File: src/rtl/conv_pkg.sv
// Shared types and helpers for the convolution MAC sequencer.
// IDLE wait start | CLEAR zero MAC | TAP feed KLEN taps | DRAIN MAC latency | OUT hold result | FIN done pulse
package conv_pkg;

    localparam int DW_DEF = 8;
    localparam int AW_DEF = 32;

    typedef enum logic [2:0] {
        ST_IDLE  = 3'd0,
        ST_CLEAR = 3'd1,
        ST_TAP   = 3'd2,
        ST_DRAIN = 3'd3,
        ST_OUT   = 3'd4,
        ST_FIN   = 3'd5
    } state_t;

    function automatic int idx_w(input int n);
        return (n <= 2) ? 1 : $clog2(n);
    endfunction

endpackage

File: src/rtl/conv_buf.sv
// Register array with synchronous write and asynchronous read; cleared on reset.
module conv_buf
    import conv_pkg::*;
#(
    parameter int  DEPTH = 8,
    parameter int  DW    = DW_DEF,
    localparam int AW    = idx_w(DEPTH)
)(
    input  logic          clk,
    input  logic          reset,
    input  logic          we,
    input  logic [AW-1:0] waddr,
    input  logic [DW-1:0] wdata,
    input  logic [AW-1:0] raddr,
    output logic [DW-1:0] rdata
);

    logic [DW-1:0] mem_q [DEPTH];
    logic [DW-1:0] mem_d [DEPTH];

    always_comb begin
        mem_d = mem_q;
        if (we && (int'(waddr) < DEPTH))
            mem_d[waddr] = wdata;
    end

    always_ff @(posedge clk or posedge reset) begin
        if (reset) begin
            for (int i = 0; i < DEPTH; i++)
                mem_q[i] <= '0;
        end else begin
            mem_q <= mem_d;
        end
    end

    assign rdata = (int'(raddr) < DEPTH) ? mem_q[raddr] : '0;

endmodule

File: src/rtl/conv_mac_sequencer.sv
// Walks the convolution index space, drives an external MAC and streams one result per output sample.
// Build option CONV_VALID_ONLY_EN restricts output to fully-overlapped samples n = KLEN-1..sig_len-1.
module conv_mac_sequencer
    import conv_pkg::*;
#(
    parameter int  KLEN    = 8,
    parameter int  SLEN    = 64,
    parameter int  DW      = DW_DEF,
    parameter int  AW      = AW_DEF,
    parameter int  MAC_LAT = 1,
    localparam int SAW     = idx_w(SLEN),
    localparam int KAW     = idx_w(KLEN),
    localparam int LW      = SAW + 1,
    localparam int NW      = idx_w(SLEN + KLEN) + 1,
    localparam int DLW     = idx_w(MAC_LAT)
)(
    input  logic           clk,
    input  logic           reset,
    input  logic           s_wr_en,
    input  logic [SAW-1:0] s_wr_addr,
    input  logic [DW-1:0]  s_wr_data,
    input  logic           k_wr_en,
    input  logic [KAW-1:0] k_wr_addr,
    input  logic [DW-1:0]  k_wr_data,
    input  logic [LW-1:0]  sig_len,
    input  logic           start,
    output logic [DW-1:0]  mac_x,
    output logic [DW-1:0]  mac_y,
    output logic           accum_reset,
    input  logic [AW-1:0]  mac_acc,
    output logic           out_valid,
    input  logic           out_ready,
    output logic [AW-1:0]  out_data,
    output logic           busy,
    output logic           done
);

    state_t         state_q, state_d;
    logic [NW-1:0]  n_q, n_d, nlast_q, nlast_d;
    logic [KAW-1:0] k_q, k_d;
    logic [DLW-1:0] dcnt_q, dcnt_d;
    logic [LW-1:0]  len_q, len_d;
    logic           empty_q, empty_d;
    logic [DW-1:0]  x_q, x_d, y_q, y_d;
    logic           ar_q, ar_d, ov_q, ov_d, busy_q, busy_d, done_q, done_d;
    logic [AW-1:0]  od_q, od_d;

    logic [LW-1:0]    len_c;
    logic [NW-1:0]    nfirst_c, nlast_c;
    logic             none_c;
    logic signed [NW:0] sidx;
    logic             in_rng;
    logic [DW-1:0]    s_rdata, k_rdata;

    conv_buf #(.DEPTH(SLEN), .DW(DW)) u_sbuf (
        .clk(clk), .reset(reset), .we(s_wr_en && !busy_q), .waddr(s_wr_addr),
        .wdata(s_wr_data), .raddr(sidx[SAW-1:0]), .rdata(s_rdata)
    );

    conv_buf #(.DEPTH(KLEN), .DW(DW)) u_kbuf (
        .clk(clk), .reset(reset), .we(k_wr_en && !busy_q), .waddr(k_wr_addr),
        .wdata(k_wr_data), .raddr(k_d), .rdata(k_rdata)
    );

    always_comb begin
        len_c = (sig_len > LW'(SLEN)) ? LW'(SLEN) : sig_len;
`ifdef CONV_VALID_ONLY_EN
        none_c   = (NW'(len_c) < NW'(KLEN));
        nfirst_c = NW'(KLEN - 1);
        nlast_c  = NW'(len_c) - NW'(1);
`else
        none_c   = (len_c == '0);
        nfirst_c = '0;
        nlast_c  = NW'(len_c) + NW'(KLEN) - NW'(2);
`endif
    end

    always_comb begin
        state_d = state_q;
        n_d     = n_q;
        nlast_d = nlast_q;
        k_d     = k_q;
        dcnt_d  = dcnt_q;
        len_d   = len_q;
        empty_d = empty_q;
        od_d    = od_q;
        case (state_q)
            ST_IDLE, ST_FIN: begin
                state_d = ST_IDLE;
                if (start) begin
                    len_d   = len_c;
                    n_d     = nfirst_c;
                    nlast_d = nlast_c;
                    empty_d = none_c;
                    k_d     = '0;
                    dcnt_d  = '0;
                    // An empty block still spends one busy cycle before its done pulse
                    state_d = none_c ? ST_DRAIN : ST_CLEAR;
                end
            end
            ST_CLEAR: begin
                state_d = ST_TAP;
                k_d     = '0;
            end
            ST_TAP: begin
                if (k_q == KAW'(KLEN - 1)) begin
                    state_d = ST_DRAIN;
                    dcnt_d  = DLW'(MAC_LAT - 1);
                end else begin
                    k_d = k_q + KAW'(1);
                end
            end
            ST_DRAIN: begin
                if (dcnt_q == '0) begin
                    if (empty_q) begin
                        state_d = ST_FIN;
                    end else begin
                        state_d = ST_OUT;
                        od_d    = mac_acc;
                    end
                end else begin
                    dcnt_d = dcnt_q - DLW'(1);
                end
            end
            ST_OUT: begin
                if (out_ready) begin
                    if (n_q == nlast_q) begin
                        state_d = ST_FIN;
                    end else begin
                        n_d     = n_q + NW'(1);
                        state_d = ST_CLEAR;
                    end
                end
            end
            default: state_d = ST_IDLE;
        endcase

        // Sample index n-k may be negative or past the block end; both read as zero
        sidx   = $signed({1'b0, n_q}) - $signed({{(NW + 1 - KAW){1'b0}}, k_d});
        in_rng = !sidx[NW] && (sidx[NW-1:0] < NW'(len_q));

        x_d    = (state_d == ST_TAP && in_rng) ? s_rdata : '0;
        y_d    = (state_d == ST_TAP) ? k_rdata : '0;
        ar_d   = (state_d == ST_CLEAR);
        ov_d   = (state_d == ST_OUT);
        busy_d = (state_d != ST_IDLE) && (state_d != ST_FIN);
        done_d = (state_d == ST_FIN);
    end

    always_ff @(posedge clk or posedge reset) begin
        if (reset) begin
            state_q <= ST_IDLE;
            n_q     <= '0;
            nlast_q <= '0;
            k_q     <= '0;
            dcnt_q  <= '0;
            len_q   <= '0;
            empty_q <= 1'b0;
            x_q     <= '0;
            y_q     <= '0;
            ar_q    <= 1'b0;
            ov_q    <= 1'b0;
            od_q    <= '0;
            busy_q  <= 1'b0;
            done_q  <= 1'b0;
        end else begin
            state_q <= state_d;
            n_q     <= n_d;
            nlast_q <= nlast_d;
            k_q     <= k_d;
            dcnt_q  <= dcnt_d;
            len_q   <= len_d;
            empty_q <= empty_d;
            x_q     <= x_d;
            y_q     <= y_d;
            ar_q    <= ar_d;
            ov_q    <= ov_d;
            od_q    <= od_d;
            busy_q  <= busy_d;
            done_q  <= done_d;
        end
    end

    assign mac_x       = x_q;
    assign mac_y       = y_q;
    assign accum_reset = ar_q;
    assign out_valid   = ov_q;
    assign out_data    = od_q;
    assign busy        = busy_q;
    assign done        = done_q;

endmodule

File: config.mk
export PLATFORM = sky130hd
export DESIGN_NAME = conv_mac_sequencer
export DESIGN_NICKNAME = d
export VERILOG_FILES = /design/src/rtl/conv_pkg.sv /design/src/rtl/conv_buf.sv /design/src/rtl/conv_mac_sequencer.sv
export SDC_FILE = /design/constraint.sdc
export NUM_CORES = 1
export LEC_CHECK = 0
export ABC_AREA = 1
export CAP_MARGIN = 30
export CORE_ASPECT_RATIO = 1.2
export CORE_MARGIN = 3
export CORE_UTILIZATION = 44
export CTS_BUF_LIST = sky130_fd_sc_hd__clkbuf_8
export DETAILED_ROUTE_END_ITERATION = 6
export MAX_ROUTING_LAYER = met4
export PLACE_DENSITY = 0.71
export SYNTH_ARGS = -nofsm -noshare
export SYNTH_HDL_FRONTEND = slang
export SYNTH_HIERARCHICAL = 1
export SYNTH_SLANG_ARGS = --single-unit
File: constraint.sdc
create_clock -name clk -period 26 [get_ports clk]
set_input_delay 5.2 -clock clk [delete_from_list [all_inputs] [get_ports clk]]
set_output_delay 5.2 -clock clk [all_outputs]
set_load 0.005 [all_outputs]
# Word level (Yosys, flattened, before mapping)
# Index checks and enable logic that the tools add are counted.
dict set report totals {
  out_inout_bits 52
  regBits 659
  input_bits 70
  elab_cells 175
}
dict set report classes {
  n_lt_le_gt_ge 8
  mux 34
  n_eq_ne 16
  n_reduce_logical 19
  n_bitwise 6
  add_sub_neg 6
}
# operator n
set op_table {}
lappend op_table {{$bwmux 512} 1}
lappend op_table {{$mux 8} 11}
lappend op_table {{$bwmux 64} 1}
lappend op_table {{$bmux 8 s6} 1}
lappend op_table {{$demux 8 s6} 1}
lappend op_table {{$bmux 8 s3} 1}
lappend op_table {{$demux 8 s3} 1}
lappend op_table {{$mux 3} 6}
lappend op_table {{$pmux 8 s2} 1}
lappend op_table {{$eq 3x3->1 const B} 5}
lappend op_table {{$pmux 3 s5} 1}
lappend op_table {{$ge 7x7->1 const B} 2}
lappend op_table {{$not 6->7} 2}
lappend op_table {{$eq 3x2->1 const B} 3}
lappend op_table {{$pmux 3 s3} 1}
lappend op_table {{$sub 8x3->9} 1}
lappend op_table {{$add 7x4->8 const B} 1}
lappend op_table {{$add 8x1->8 const B} 1}
lappend op_table {{$eq 8x8->1} 1}
lappend op_table {{$ge 4x4->1 const B} 2}
lappend op_table {{$lt 8x7->1} 1}
lappend op_table {{$ne 2x2->1 const B} 4}
lappend op_table {{$not 3->4} 2}
lappend op_table {{$sub 8x2->8 const B} 1}
lappend op_table {{other kinds (22)} 37}

# Longest topological paths before layout
dict set report depth {
  ltp_word 9
  mapped_depth 24
  mapped_depth_nobuf 23
}

# By module
# Netlist, hierarchy kept.
# mod area_per_inst_um2 cells_each instances seq_area_each_um2
set by_module_without_submodules {}
lappend by_module_without_submodules {{conv_buf at u_sbuf} 23408.7 2956 1 12812.3}
lappend by_module_without_submodules {conv_mac_sequencer 3901.2 419 1 2026.9}
lappend by_module_without_submodules {{conv_buf at u_kbuf} 3194.3 440 1 1601.5}

# Worst setup path after synthesis
# OpenSTA, ideal clock, no wires.
dict set report synth_timing {
  kind {in2reg}
  start {input port start}
  end {register x_q[0] (netlist: mac_x[0])}
  t_arrival_ns 7.562
  required_ns 25.929
  n_path_buf 2
  setup_slack_ns 18.366
  path_stages 17
  setup_ns 0.071
  cell_sequence {nor2_1 > nor2_1 > inv_1 > nor2_1 > mux2i_1 > ha_1 > fa_1 > o21ai_0 > xor2_1 > clkbuf_1 > inv_1 > buf_1 > nand3_1 > nand3_1 > nand2_1 > inv_1 > nor2_1}
}
dict set report synth_between {
  elab_chain_len 8
  word_cells_on_any_way 15
  classes_between {add/sub: 1; order compare: 1; eq/ne: 1; mux: 8; bitwise: 1; reduce/logical: 3}
}
# item line_no
set synth_lines {}
lappend synth_lines {{start: declaration} conv_mac_sequencer.sv:26} ;# input logic start,
lappend synth_lines {{$mux 3} conv_mac_sequencer.sv:90} ;# if (start) begin
lappend synth_lines {{$pmux 3 s3} conv_mac_sequencer.sv:87} ;# case (state_q)
lappend synth_lines {{named net k_d[0]} conv_mac_sequencer.sv:40} ;# logic [KAW-1:0] k_q, k_d;
lappend synth_lines {{$sub 8x3->9} conv_mac_sequencer.sv:139} ;# sidx = $signed({1'b0, n_q}) - $signed({{(NW + 1 - KAW){1'b0}}, k_d});
lappend synth_lines {{named net sidx[4]} conv_mac_sequencer.sv:51} ;# logic signed [NW:0] sidx;
lappend synth_lines {{$not 6->7 (not written as such)} conv_buf.sv:36} ;# assign rdata = (int'(raddr) < DEPTH) ? mem_q[raddr] : '0;
lappend synth_lines {{$bmux 8 s6} conv_buf.sv:36}
lappend synth_lines {{$mux 8 (not written as such) (2 in a row)} conv_buf.sv:36}
lappend synth_lines {{named net s_rdata[0]} conv_mac_sequencer.sv:53} ;# logic [DW-1:0] s_rdata, k_rdata;
lappend synth_lines {{$mux 8} conv_mac_sequencer.sv:142} ;# x_d = (state_d == ST_TAP && in_rng) ? s_rdata : '0;
lappend synth_lines {{named net x_d[0]} conv_mac_sequencer.sv:44} ;# logic [DW-1:0] x_q, x_d, y_q, y_d;
lappend synth_lines {{end signal: assignment} conv_mac_sequencer.sv:159} ;# x_q <= '0;
lappend synth_lines {{end signal: assignment} conv_mac_sequencer.sv:174} ;# x_q <= x_d;
lappend synth_lines {{end: declaration} conv_mac_sequencer.sv:44}
# The timed path passes the listed nets, and every way through them passes these cells. The select of a mux whose other input is x is not followed.
# A chain may end at the register's enable or synchronous reset.

# Worst setup path after layout
dict set report layout_timing {
  start {input port start}
  end {register x_q[3] (netlist: mac_x[3])}
}
# The elaborated chain is that of the path after synthesis.

==> impl_metrics.py <==
metrics = {
    "timing": {
        "worst_pin_slew_ps": 1030,
        "final.setup.tns_ps": 0,
        "max_clock_freq_ghz": 0.109,
        "slew_headroom_pct": 31.0,
        "final_min_period_over_clock_period_pct": 35.4,
        "drv_slew": 0,
        "rsz0062_at_grt": "no",
        "whs_ps": 482,
        "period_needed_ps": 9210,
        "finClkSkew_ps": 26.3,
        "hold_viol": 0,
        "setup_viol_count_final": 0,
    },
    "synth": {
        "yosys-top-cells-area": "dfrtp_1 54%, nand2_1 17%, o21ai_0 8.1%, nand3_1 8.0%, clkbuf_1 2.1%",
        "ys_types": 38,
        "synthTopCellsByCount": "1380 x nand2_1, 657 x dfrtp_1, 494 x o21ai_0, 490 x nand3_1, 168 x clkbuf_1",
        "synth_most_common_cell": "nand2_1",
        "synthesis.area_um2": 30500,
        "async_flop_share_pct": 100,
        "synth_enable_flop_cells": 0,
        "synthCells": 3815,
        "synth_seq_cells": 657,
        "avgSynthCellArea_um2": 8.00,
        "synth_nets": 3898,
        "ys_warn_count": 6,
        "yosysTopAreaCell": "dfrtp_1",
        "ys_seq_area_share_pct": 53.9,
        "synth_ff_type": "dfrtp_1",
        "synth_top_area_share_pct": 53.9,
    },
    "placed_design": {
        "io_buffers": 121,
        "hpwlAfterDp_um": 50400,
        "placed_cells": 4628,
        "place.gp.congestion": 0.909,
    },
    "setup_path": {
        "critPathArrivalTime_ps": 9840,
        "path_class": "in -> reg",
        "startpoint_type": "primary input",
        "critical_path_peak_fanout": 105,
        "required_ps": 26630,
        "crit_path_end_kind": "register",
    },
    "clock_network": {
        "ctsHoldBuffers": 0,
        "numCtsBuffers": 106,
        "h-tree-depth": 3,
        "clock_latency_ps": 720,
        "cts_buffer_depth": 3,
        "clk_pin_slew_worst_paths_ps": 60,
        "cts_tree": "done",
        "post-cts-setup-buffers": 0,
        "cts.repair.resized": 0,
        "clock_sinks": 657,
        "cts_root_buffer": "clkbuf_8",
    },
    "power_and_ir_drop": {
        "vdd_drop_max_v": 0.000171,
        "p_leak_nw": 16.2,
        "power_density_nw_per_um2": 136,
    },
    "layout": {
        "layout.cells.non_filler": 4822,
        "nFillCells": 6542,
        "drive_above_1_share_pct": 7.01,
        "ff_latch_area_um2": 16400,
        "multiInputGateArea_um2": 12400,
        "areaGrowthSynthToFinish_pct": 12.8,
        "layout.nets": 3912,
    },
    "grt": {
        "grt_pass1_vias": 24400,
        "gr-total-overflow": 0,
        "grt_max_degree": 172,
        "grt_pass1_wl_um": 135000,
        "grt_use_total_pct": 23.9,
        "antenna_found_initial": 2,
    },
    "route": {
        "vias_per_cell": 5.36,
        "firstDrtPassIters": 6,
        "wl_um": 84500,
        "routedWlPerCell_um": 17.5,
        "first_iter_violations": 2575,
        "ant_nets": 0,
        "vias": 25800,
        "drc_errors": 0,
    },
    "floorplanning": {
        "dieHeight_um": 294,
        "start_util_pct": 44.5,
        "dieArea_um2": 72500,
        "core_um2": 68600,
        "num_rows": 105,
        "chipWidth_um": 246,
        "io_pins": 122,
    },
    "run": {
        "max-cap-violations": 0,
    },
    "worst_hold_path": {
        "hold_path_class": "reg -> reg",
    },
    "outcome": {
        "status": "completed",
    },
}
kinds of logic (layout without fill, tap and decap cells):
family                   after synthesis  count (layout)  share of synthesized area, %
AND/OR/NAND/NOR                     2069            2069                          28.2
other                                  0               2                             0
flip-flops                           657             657                          53.9
XOR/XNOR                              16              16                         0.459
AO/OA/AOI/OAI                        603             603                          9.93
adder cells (fa/ha/maj)               13              13                         0.558
multiplexers                          33              33                          1.21
buffers and inverters                424             520                          5.69
power by group:
group | leakage (nW) | switching [mW] | internal [mW]
Sequential | 8.77 | 0.133 | 1.26
Combinational | 6.13 | 1.65 | 0.735
Clock | 1.28 | 0.416 | 0.497
Total | 16.2 | 2.20 | 2.49
worst max-delay path, cell delays in order:
cell and delay, ps:
clkdlybuf4s50_1 510, nor2_1 90, nor2_1 90, inv_1 70
nor2_1 170, mux2i_4 160, ha_1 430, inv_8 190
inv_8 370, buf_16 370, buf_4 800, nand2_1 100
nand3_1 110, nand3_1 170, nand2_1 180, nand2_1 70
nand3_1 120, nand3_1 100, nand2_1 80, inv_1 40
nor2_1 120
layout by cell type (no fill, tap or decap), types with 2 or more instances in the layout:
cell type	count
diode_2	2
mux2_2	27
dfrtp_1	657
nor3_1	13
buf_4	28
nor4_4	6
xor2_1	8
o21ai_1	4
nor2_4	3
xnor2_1	6
a21oi_1	102
nor3_2	2
nor2_2	12
o21ai_0	494
nor2_1	151
inv_1	184
bufinv_16	3
clkinv_2	12
nand2_2	2
buf_12	2
nand2_1	1380
nand4_1	5
inv_2	18
inv_8	5
nand3_1	490
inv_6	4
buf_16	5
ha_1	12
clkbuf_8	135
clkdlybuf4s50_1	121
mux2_1	5
per-layer routing:
metal | wire length [µm] | part of all wire, % | track usage, % | vias up
met5 | 0 | 0 | - | -
met1 | 35300 | 42 | 30.3 | 12300
li1 | - | - | - | 12400
met2 | 39800 | 47 | 38.2 | 966
met3 | 6040 | 7.2 | 3.94 | 206
met4 | 3390 | 4.0 | 10.1 | 0
path summary, 6_finish.rpt:
path | start | end | slack [ps] | cells past startpoint
min in group asynchronous | reset | u_sbuf/mem_q[144] | 4870 | 2
min | u_sbuf/mem_q[104] | u_sbuf/mem_q[104] | 480 | 2
min reg2reg | u_sbuf/mem_q[104] | u_sbuf/mem_q[104] | 480 | 2
max | start | mac_x[3] | 16790 | 21
max reg2reg | state_q[2] | mac_x[3] | 21000 | 23
max in group asynchronous | reset | u_sbuf/mem_q[292] | 19160 | 4
sequential cells by signal, summed over array words and instances, names as in the netlist, 3 cells and up:
name          flops
n_q               8
out_data         32
u_sbuf/mem_q    512
mac_y             8
mac_x             8
k_q               3
len_q             6
nlast_q           8
u_kbuf/mem_q     64
state_q           3
layout make-up:
class	instances	share of cell area [%]
clock inverters	55	0.992
well taps	909	3.30
clock buffers	135	5.40
repair buffers	157	4.66
diodes	2	0.0145
inverters	173	1.98
flip-flops and latches	657	47.8
multi-input cells	2734	35.9
stage by stage:
step | total power [mW] | util, % | setup slack, ps | cell area, µm²
detailed placement | 3.75 | 46.9 | 16170 | 32200
CTS | 4.68 | 50.1 | 16920 | 34400
finish | 4.69 | 50.2 | 16790 | 34400
global route | 5.04 | 50.2 | 16480 | 34400
global placement | 3.72 | 46.8 | 15660 | 32100
floorplan | 2.98 | - | 6500 | 30500
No activity file was read; power rests on OpenSTA's default activity.
